[config.mk]
export PLATFORM = sky130hd
export DESIGN_NAME = operand_loader
export DESIGN_NICKNAME = d
export VERILOG_FILES = /design/src/rtl/operand_loader_pkg.sv /design/src/rtl/operand_loader_button_debounce.sv /design/src/rtl/operand_loader.sv
export SDC_FILE = /design/constraint.sdc
export NUM_CORES = 1
export LEC_CHECK = 0
export CAP_MARGIN = 10
export CORE_MARGIN = 3
export CORE_UTILIZATION = 40
export DETAILED_ROUTE_END_ITERATION = 7
export PLACE_DENSITY = 0.62
export RECOVER_POWER = 25
export SLEW_MARGIN = 20
export SYNTH_ARGS = -nofsm -noshare
export SYNTH_HDL_FRONTEND = slang
export SYNTH_SLANG_ARGS = --single-unit
[constraint.sdc]
create_clock -name clk -period 3.8 [get_ports clk]
set_clock_uncertainty 0.05 [all_clocks]
set_input_delay 0.76 -clock clk [delete_from_list [all_inputs] [get_ports clk]]
set_output_delay 0.76 -clock clk [all_outputs]
set_load 0.005 [all_outputs]
[src/rtl/operand_loader_pkg.sv]
// Shared definitions for the operand loader: FSM encodings, byte count and
// the byte-lane insert helper used by the operand registers.
package operand_loader_pkg;

  typedef enum logic [1:0] {
    LOAD_A = 2'd0,
    LOAD_B = 2'd1,
    FULL   = 2'd2
  } load_state_t;

  localparam int         NBYTES    = 4;
  localparam logic [1:0] LAST_BYTE = 2'(NBYTES - 1);

  // Returns word with byte lane idx replaced by b (lane 0 = LSB).
  function automatic logic [31:0] byte_insert(input logic [31:0] word,
                                              input logic [1:0]  idx,
                                              input logic [7:0]  b);
    logic [31:0] res;
    res = word;
    res[{idx, 3'b000} +: 8] = b;
    return res;
  endfunction

endpackage

[src/rtl/operand_loader_button_debounce.sv]
// Two-flop synchroniser, persistence-count debouncer and rising press pulse
// for one raw push button.
module button_debounce #(
  parameter int DEBOUNCE_CYCLES = 500000,
  parameter int CNT_W           = 20
) (
  input  logic clk,
  input  logic rst_n,
  input  logic btn_raw,
  output logic level,
  output logic press
);

  localparam logic [CNT_W-1:0] LAST_CNT = CNT_W'(DEBOUNCE_CYCLES - 1);

  logic             sync1_r;
  logic             sync2_r;
  logic             level_r;
  logic             press_r;
  logic [CNT_W-1:0] cnt_r;
  logic             differ_s;
  logic             expire_s;

  // Level change is accepted once the input has disagreed for the full window.
  always_comb begin
    differ_s = sync2_r ^ level_r;
    expire_s = differ_s && (cnt_r == LAST_CNT);
  end

  // Synchroniser, persistence counter, stable level and press strobe.
  always_ff @(posedge clk or negedge rst_n) begin
    if (!rst_n) begin
      sync1_r <= 1'b0;
      sync2_r <= 1'b0;
      level_r <= 1'b0;
      press_r <= 1'b0;
      cnt_r   <= '0;
    end else begin
      sync1_r <= btn_raw;
      sync2_r <= sync1_r;
      if (!differ_s || expire_s) begin
        cnt_r <= '0;
      end else begin
        cnt_r <= cnt_r + CNT_W'(1);
      end
      level_r <= expire_s ? sync2_r : level_r;
      press_r <= expire_s & sync2_r;
    end
  end

  assign level = level_r;
  assign press = press_r;

endmodule

[src/rtl/operand_loader.sv]
// Builds two 32-bit operands one switch byte per debounced load press;
// a clear press restarts from the first operand.
module operand_loader
  import operand_loader_pkg::*;
#(
  parameter int DEBOUNCE_CYCLES = 500000,
  parameter int CNT_W           = 20
) (
  input  logic        clk,
  input  logic        rst_n,
  input  logic [7:0]  sw,
  input  logic        btn_load,
  input  logic        btn_clr,
  output logic [31:0] ord1,
  output logic [31:0] ord2,
  output logic [1:0]  counter,
  output logic        fstorsnd,
  output logic        wr_pulse,
  output logic        done
);

  logic        load_press_s;
  logic        clr_press_s;
  logic        unused_load_level_s;
  logic        unused_clr_level_s;

  load_state_t state_r;
  load_state_t state_nxt_s;

  logic [31:0] ord1_r,     ord1_nxt_s;
  logic [31:0] ord2_r,     ord2_nxt_s;
  logic [1:0]  counter_r,  counter_nxt_s;
  logic        fstorsnd_r, fstorsnd_nxt_s;
  logic        wr_pulse_r, wr_pulse_nxt_s;
  logic        done_r,     done_nxt_s;

  button_debounce #(
    .DEBOUNCE_CYCLES(DEBOUNCE_CYCLES),
    .CNT_W          (CNT_W)
  ) u_load_db (
    .clk    (clk),
    .rst_n  (rst_n),
    .btn_raw(btn_load),
    .level  (unused_load_level_s),
    .press  (load_press_s)
  );

  button_debounce #(
    .DEBOUNCE_CYCLES(DEBOUNCE_CYCLES),
    .CNT_W          (CNT_W)
  ) u_clr_db (
    .clk    (clk),
    .rst_n  (rst_n),
    .btn_raw(btn_clr),
    .level  (unused_clr_level_s),
    .press  (clr_press_s)
  );

  // FSM state register.
  always_ff @(posedge clk or negedge rst_n) begin
    if (!rst_n) begin
      state_r <= LOAD_A;
    end else begin
      state_r <= state_nxt_s;
    end
  end

  // Next-state logic; clear outranks a coincident load press.
  always_comb begin
    state_nxt_s = state_r;
    if (clr_press_s) begin
      state_nxt_s = LOAD_A;
    end else if (load_press_s) begin
      case (state_r)
        LOAD_A:  state_nxt_s = (counter_r == LAST_BYTE) ? LOAD_B : LOAD_A;
        LOAD_B:  state_nxt_s = (counter_r == LAST_BYTE) ? FULL : LOAD_B;
        FULL:    state_nxt_s = FULL;
        default: state_nxt_s = LOAD_A;
      endcase
    end else begin
      state_nxt_s = state_r;
    end
  end

  // Output logic: next values of the operand, index and status registers.
  always_comb begin
    ord1_nxt_s     = ord1_r;
    ord2_nxt_s     = ord2_r;
    counter_nxt_s  = counter_r;
    fstorsnd_nxt_s = fstorsnd_r;
    done_nxt_s     = done_r;
    wr_pulse_nxt_s = 1'b0;
    if (clr_press_s) begin
      ord1_nxt_s     = 32'h0000_0000;
      ord2_nxt_s     = 32'h0000_0000;
      counter_nxt_s  = 2'd0;
      fstorsnd_nxt_s = 1'b0;
      done_nxt_s     = 1'b0;
    end else if (load_press_s) begin
      case (state_r)
        LOAD_A: begin
          ord1_nxt_s     = byte_insert(ord1_r, counter_r, sw);
          wr_pulse_nxt_s = 1'b1;
          if (counter_r == LAST_BYTE) begin
            counter_nxt_s  = 2'd0;
            fstorsnd_nxt_s = 1'b1;
          end else begin
            counter_nxt_s  = counter_r + 2'd1;
          end
        end
        LOAD_B: begin
          ord2_nxt_s     = byte_insert(ord2_r, counter_r, sw);
          wr_pulse_nxt_s = 1'b1;
          if (counter_r == LAST_BYTE) begin
            counter_nxt_s = 2'd0;
            done_nxt_s    = 1'b1;
          end else begin
            counter_nxt_s = counter_r + 2'd1;
          end
        end
        FULL: begin
          counter_nxt_s  = 2'd0;
          fstorsnd_nxt_s = 1'b1;
        end
        default: begin
          counter_nxt_s  = 2'd0;
          fstorsnd_nxt_s = 1'b0;
          done_nxt_s     = 1'b0;
        end
      endcase
    end else begin
      wr_pulse_nxt_s = 1'b0;
    end
  end

  // Operand and status registers driving the outputs.
  always_ff @(posedge clk or negedge rst_n) begin
    if (!rst_n) begin
      ord1_r     <= 32'h0000_0000;
      ord2_r     <= 32'h0000_0000;
      counter_r  <= 2'd0;
      fstorsnd_r <= 1'b0;
      wr_pulse_r <= 1'b0;
      done_r     <= 1'b0;
    end else begin
      ord1_r     <= ord1_nxt_s;
      ord2_r     <= ord2_nxt_s;
      counter_r  <= counter_nxt_s;
      fstorsnd_r <= fstorsnd_nxt_s;
      wr_pulse_r <= wr_pulse_nxt_s;
      done_r     <= done_nxt_s;
    end
  end

  assign ord1     = ord1_r;
  assign ord2     = ord2_r;
  assign counter  = counter_r;
  assign fstorsnd = fstorsnd_r;
  assign wr_pulse = wr_pulse_r;
  assign done     = done_r;

endmodule
== After elaboration in Yosys (flattened, before gate mapping) ==
Index checks and enable logic that the tools add are counted.

* Bits in registers: 119
* Input bits: 12
* Output and inout bits: 69
* Logic and storage cells: 81

* Add/sub/neg operators: 4
* Equal/unequal tests: 9
* Shift operators: 2
* Muxes and demuxes: 29
* Bitwise gates (word level): 4
* Reduce and logical (&&, ||, !) cells: 16

{| class="wikitable"
|+ Operators with widths
! kind !! count
|-
| 32-bit two-way mux || 6
|-
| 32-bit bitwise mux || 2
|-
| 20-bit by 1-bit adder with 20-bit output (second input constant) || 2
|-
| 20-bit by 19-bit == test with 1-bit output (second input constant) || 2
|-
| 20-bit two-way mux || 2
|-
| 8-bit by 7-bit variable shift with 32-bit output (first input constant) || 1
|-
| 8-bit by 7-bit variable part select with 32-bit output || 1
|-
| 2-bit two-way mux || 7
|-
| 1-bit two-way mux || 9
|-
| 5-bit negation with 7-bit output || 1
|-
| 3-bit by 2-bit != test with 1-bit output (second input constant) || 2
|-
| 2-bit one-hot mux with 3 select lines || 1
|-
| 3-bit AND reduction || 2
|-
| 2-bit nonzero test || 3
|-
| 2-bit == test (second input constant) || 2
|-
| 2-bit by 1-bit != test with 1-bit output (second input constant) || 2
|-
| 2-bit AND reduction || 2
|-
| 2-bit OR reduction || 2
|-
| 1-bit one-hot mux with 3 select lines || 1
|-
| 2-bit by 1-bit adder with 2-bit output (second input constant) || 1
|-
| 1-bit AND || 2
|-
| 2-bit by 1-bit == test with 1-bit output (second input constant) || 1
|-
| 1-bit logical AND || 2
|-
| 1-bit zero test || 2
|-
| other kinds (4) || 6
|}

== Depth between registers and ports, before layout ==
* Depth after elaboration: 6
* Depth in mapped cells: 7
* Depth with buffers taken out: 6

== Hierarchy ==
Synthesis repeated with hierarchy kept, for this count alone.

* Cell total of the unflattened synthesis: 476
* Area, all modules: 5535.3 um2

{| class="wikitable"
|+ Modules (own cells, without submodules)
! module !! instances !! cells an instance !! area an instance (um2) !! sequential area each (um2)
|-
| operand_loader || 1 || 246 || 3193.1 || 1776.7
|-
| button_debounce || 2 || 115 || 1171.1 || 600.6
|}

== Worst setup path after synthesis ==
No wires, ideal clock.

* Kind: reg2reg
* Start: reg counter_r[0], in the netlist counter[0]
* End: reg ord2_r[0], in the netlist ord2[0]
* Library setup time: 0.068 ns
* Data arrival time: 2.066 ns
* Required time: 3.682 ns
* Path slack: 1.616 ns
* Stages on the path, launching flop included: 7
* Buffers on the path: 1
* Period minus slack after synthesis: 2.184 ns
* Cell sequence: dfrtp_1 -> inv_1 -> ha_1 -> nor4b_2 -> nor2b_1 -> clkbuf_1 -> a22o_1

* Word-level cells in the longest chain between the ends: 6
* Elaborated cells between the ends (all ways): 7
* Classes of those cells: add/sub (1); shift (2); mux (4)

{| class="wikitable"
|+ Ends and longest elaborated chain
! item !! RTL line !! text
|-
| from (decl) || operand_loader.sv:32 || <nowiki>logic [1:0] counter_r, counter_nxt_s;</nowiki>
|-
| from (signal assigned) || operand_loader.sv:148 || <nowiki>counter_r <= counter_nxt_s;</nowiki>
|-
| 5-bit negation with 7-bit output * || operand_loader_pkg.sv:20 || <nowiki>res[{idx, 3'b000} +: 8] = b;</nowiki>
|-
| 8-bit by 7-bit variable part select with 32-bit output or 8-bit by 7-bit variable shift with 32-bit output (tied branches) || operand_loader_pkg.sv:20 ||
|-
| 32-bit bitwise mux * || operand_loader_pkg.sv:20 ||
|-
| 32-bit two-way mux * || operand_loader.sv:100 || <nowiki>case (state_r)</nowiki>
|-
| 32-bit two-way mux * || operand_loader.sv:99 || <nowiki>end else if (load_press_s) begin</nowiki>
|-
| 32-bit two-way mux * || operand_loader.sv:93 || <nowiki>if (clr_press_s) begin</nowiki>
|-
| to (signal assigned) || operand_loader.sv:147 || <nowiki>ord2_r <= ord2_nxt_s;</nowiki>
|-
| to (decl) || operand_loader.sv:31 || <nowiki>logic [31:0] ord2_r, ord2_nxt_s;</nowiki>
|}

Every way passes the cells marked *; elsewhere a longest branch is shown, timed or not. The select of a mux whose other input is x is not followed.
A chain may end at the register's enable or synchronous reset.

== Worst setup path after layout ==
* Start: reg counter_r[0], in the netlist counter[0]
* End: reg ord2_r[1], in the netlist ord2[1]

The elaborated chain is that of the path after synthesis.

==> results_dict.tcl <==
set metrics [dict create \
    path_class "flip-flop to flip-flop" \
    placeableCoreArea_mm2 0.0123 \
    synthMuxAreaShare_pct 0.512 \
    r2r_start "counter[0]" \
    rr_endpoint "ord2[1]" \
    cp-endpoint "ord2[1]" \
    r2r_setup_slack_ns 1.21 \
    gp_congestion 0.829 \
    antenna_found_initial 0 \
    setup_violations 0 \
    die_y_um 119 \
    cts_tree "done" \
    reg2reg_depth 5 \
    yosysSeqAreaShare_pct 58.0 \
    synth_compound_area_share_pct 11.6 \
    synthTopCellsByArea "dfrtp_1, nand2_1, o21ai_0" \
    grt_first_pass_wirelength_um 19800 \
    hold_buffers 0 \
    p_int_mw 2.35 \
    hold_class "flip-flop to flip-flop" \
    finalPower_mw 2.93 \
    pwr-share-clk_pct 53.9 \
    crit_arrival_ns 2.87 \
    post_cts_buffers 0 \
    leakagePower_nw 2.93 \
    crit_fanout 10 \
    track_usage_pct 17.3 \
    seq_power_share_pct 43.8 \
    grt_pass1_vias 3978 \
    failed_checks "max-capacitance violations, max-slew violations" \
    synth_top_area_share_pct 58.0 \
    yosys.area_share.simple_pct 21.0 \
    drt_iter0_drc 290 \
    ys_seq_elements 119 \
    synth_top_family_by_area "simple AND/OR/NAND/NOR gates" \
    yosysTopAreaCell "dfrtp_1" \
    synth_most_common_cell "dfrtp_1" \
    p_switching_uw 580 \
    fin_area_mm2 0.00670 \
    die-area_mm2 0.0142 \
    cts_sinks 119 \
    ctsResizeCount 0 \
    clk_pin_slew_worst_paths_ns 0.05 \
    synth_nets 524 \
    crit_path_start "counter[0]" \
    wirelength_um 11600 \
    yosysWarnings 0 \
    max-slew-margin-rel_pct -1.68 \
    vdd_drop_max_v 0.000285 \
    place_area_mm2 0.00609 \
    final.setup.worst_slack_ns 1.21 \
    cts_made_buffers 17 \
    final-max-slew-violation-count 61 \
    hold_violations 0 \
    synth-async-reset-ratio_pct 100 \
    drt.antenna.violating_nets 0 \
    clock_path_buffers 2 \
    final_util_pct 54.6 \
    power_frac_comb_pct 2.4 \
    cap_violations 1 \
    nets 605 \
    drcViolationCount 0 \
    crit_path_end_kind "flip-flop" \
    post-route-min-period_ns 2.59 \
    cp-start-kind "flip-flop" \
    grt_max_degree 62 \
    syn_avg_cell_area_um2 10.2 \
    first_pass_iters 4 \
    initial_utilization_pct 41.8 \
    worstMarginPinSlew_ns 1.53 \
    syn2layout_area_growth_pct 30.5 \
    viasPerCell 5.19 \
    insertedDiodeCount 0 \
    dp.cells 734 \
    rsz0062_at_grt "no" \
    synth_common_cells "dfrtp_1, nand2_1, o21ai_0, nor2_1, xnor2_1" \
    hold_slack_ns 0.292 \
    synthAdderAreaFrac_pct 1.95 \
    synth_ff_type "dfrtp_1" \
    die_w_um 119 \
    layout-drive-gt1-share_pct 7.87 \
    finalNonFillerCells 765 \
    hpwl_um 8100 \
    clk_latency_ns 0.40 \
    fin_crit_sh_pct 68.1 \
    p_per_area_mw_per_mm2 438 \
    max_freq_mhz 386 \
    synth.distinct_cells 44 \
    synth-edff-count 0 \
    swShare_pct 19.8 \
    synth-xor-area-share_pct 4.95 \
    h-tree-depth 4 \
    fin_setup_tns_ns 0 \
    drt-wirelength-per-cell_um 15.2 \
    syn_area_mm2 0.00513 \
    dr_total_vias 3967 \
    pin_count 81 \
    overflow 0 \
    pre_cts_ws_ns 1.20 \
    portBuffers 80 \
    cts_root_buf "clkbuf_16" \
    synthCells 504 \
    fp-row-count 40 \
    cp.required_ns 4.08 \
    status "finished, violations left" \
]
[how the worst min path moves through the flow]
| stage | start | end | cells past startpoint |
|---|---|---|---|
| finish | u_load_db.sync1_r | u_load_db.sync2_r | 0 |
| floorplan | u_clr_db.sync1_r | u_clr_db.sync2_r | 0 |
| CTS | u_load_db.sync1_r | u_load_db.sync2_r | 0 |
| detailed placement | u_load_db.sync1_r | u_load_db.sync2_r | 0 |
| global placement | u_load_db.sync1_r | u_load_db.sync2_r | 0 |
| global route | u_load_db.sync1_r | u_load_db.sync2_r | 0 |
[placed cells by master (no fill, tap or decap), drive strengths merged, types with 3 or more instances in the layout]
master         instances
dfrtp                119
nand2                105
clkdlybuf4s50         77
o21ai                 62
nor2                  38
clkbuf                22
xnor2                 18
a21oi                 17
nand3                 14
xor2                  11
nand4                 11
and4                   8
a22o                   8
ha                     8
nor4                   7
or3                    7
inv                    6
nor3                   6
clkinv                 6
or4                    6
a31oi                  5
nor3b                  4
and3                   3
o31ai                  3
bufinv                 3
nor4b                  3
o41ai                  3
[critical path, cell delays in order (launching register included)]
cell and delay [ns]:
dfrtp_1 0.51, inv_1 0.15, ha_1 0.38, nor4b_2 0.67
nor2b_1 0.53, a22o_1 0.23
[cells by family after synthesis]
logic type / Yosys count
multiplexers: 2
XOR/XNOR: 29
buffers and inverters: 26
AND/OR/NAND/NOR: 219
adder cells (fa/ha/maj): 8
flip-flops: 119
AO/OA/AOI/OAI: 101
[flip-flops by register name, summed over array words and instances (netlist names)]
name / count
u_clr_db.sync2_r: 1
fstorsnd: 1
state_r: 2
ord2: 32
u_clr_db.press: 1
u_load_db.sync1_r: 1
u_load_db.press: 1
counter: 2
u_clr_db.sync1_r: 1
done: 1
u_clr_db.level: 1
u_load_db.cnt_r: 20
ord1: 32
u_load_db.level: 1
u_load_db.sync2_r: 1
u_clr_db.cnt_r: 20
wr_pulse: 1
[area by class of cell]
class | count | area, µm²
fillers | 1111 | 5570
flip-flops and latches | 119 | 2980
multi-input cells | 359 | 2070
repair buffers | 82 | 823
clock buffers | 21 | 460
well taps | 168 | 210
clock inverters | 10 | 128
inverters | 6 | 22.5
[layer usage]
layer,share of wire [%],GRT usage [%]
met5,0,0
met4,0.84,5.50
met3,5.3,4.89
met2,47,27.3
met1,47,23.1
[power by group through the flow]
stage	Clock (mW)	Combinational, mW	Sequential [mW]
floorplan	0	0.0186	1.30
global placement	0	0.0709	1.30
detailed placement	0	0.0715	1.30
CTS	1.61	0.0720	1.28
global route	1.68	0.0782	1.28
finish	1.58	0.0691	1.28
No activity file was read; power rests on OpenSTA's default activity.
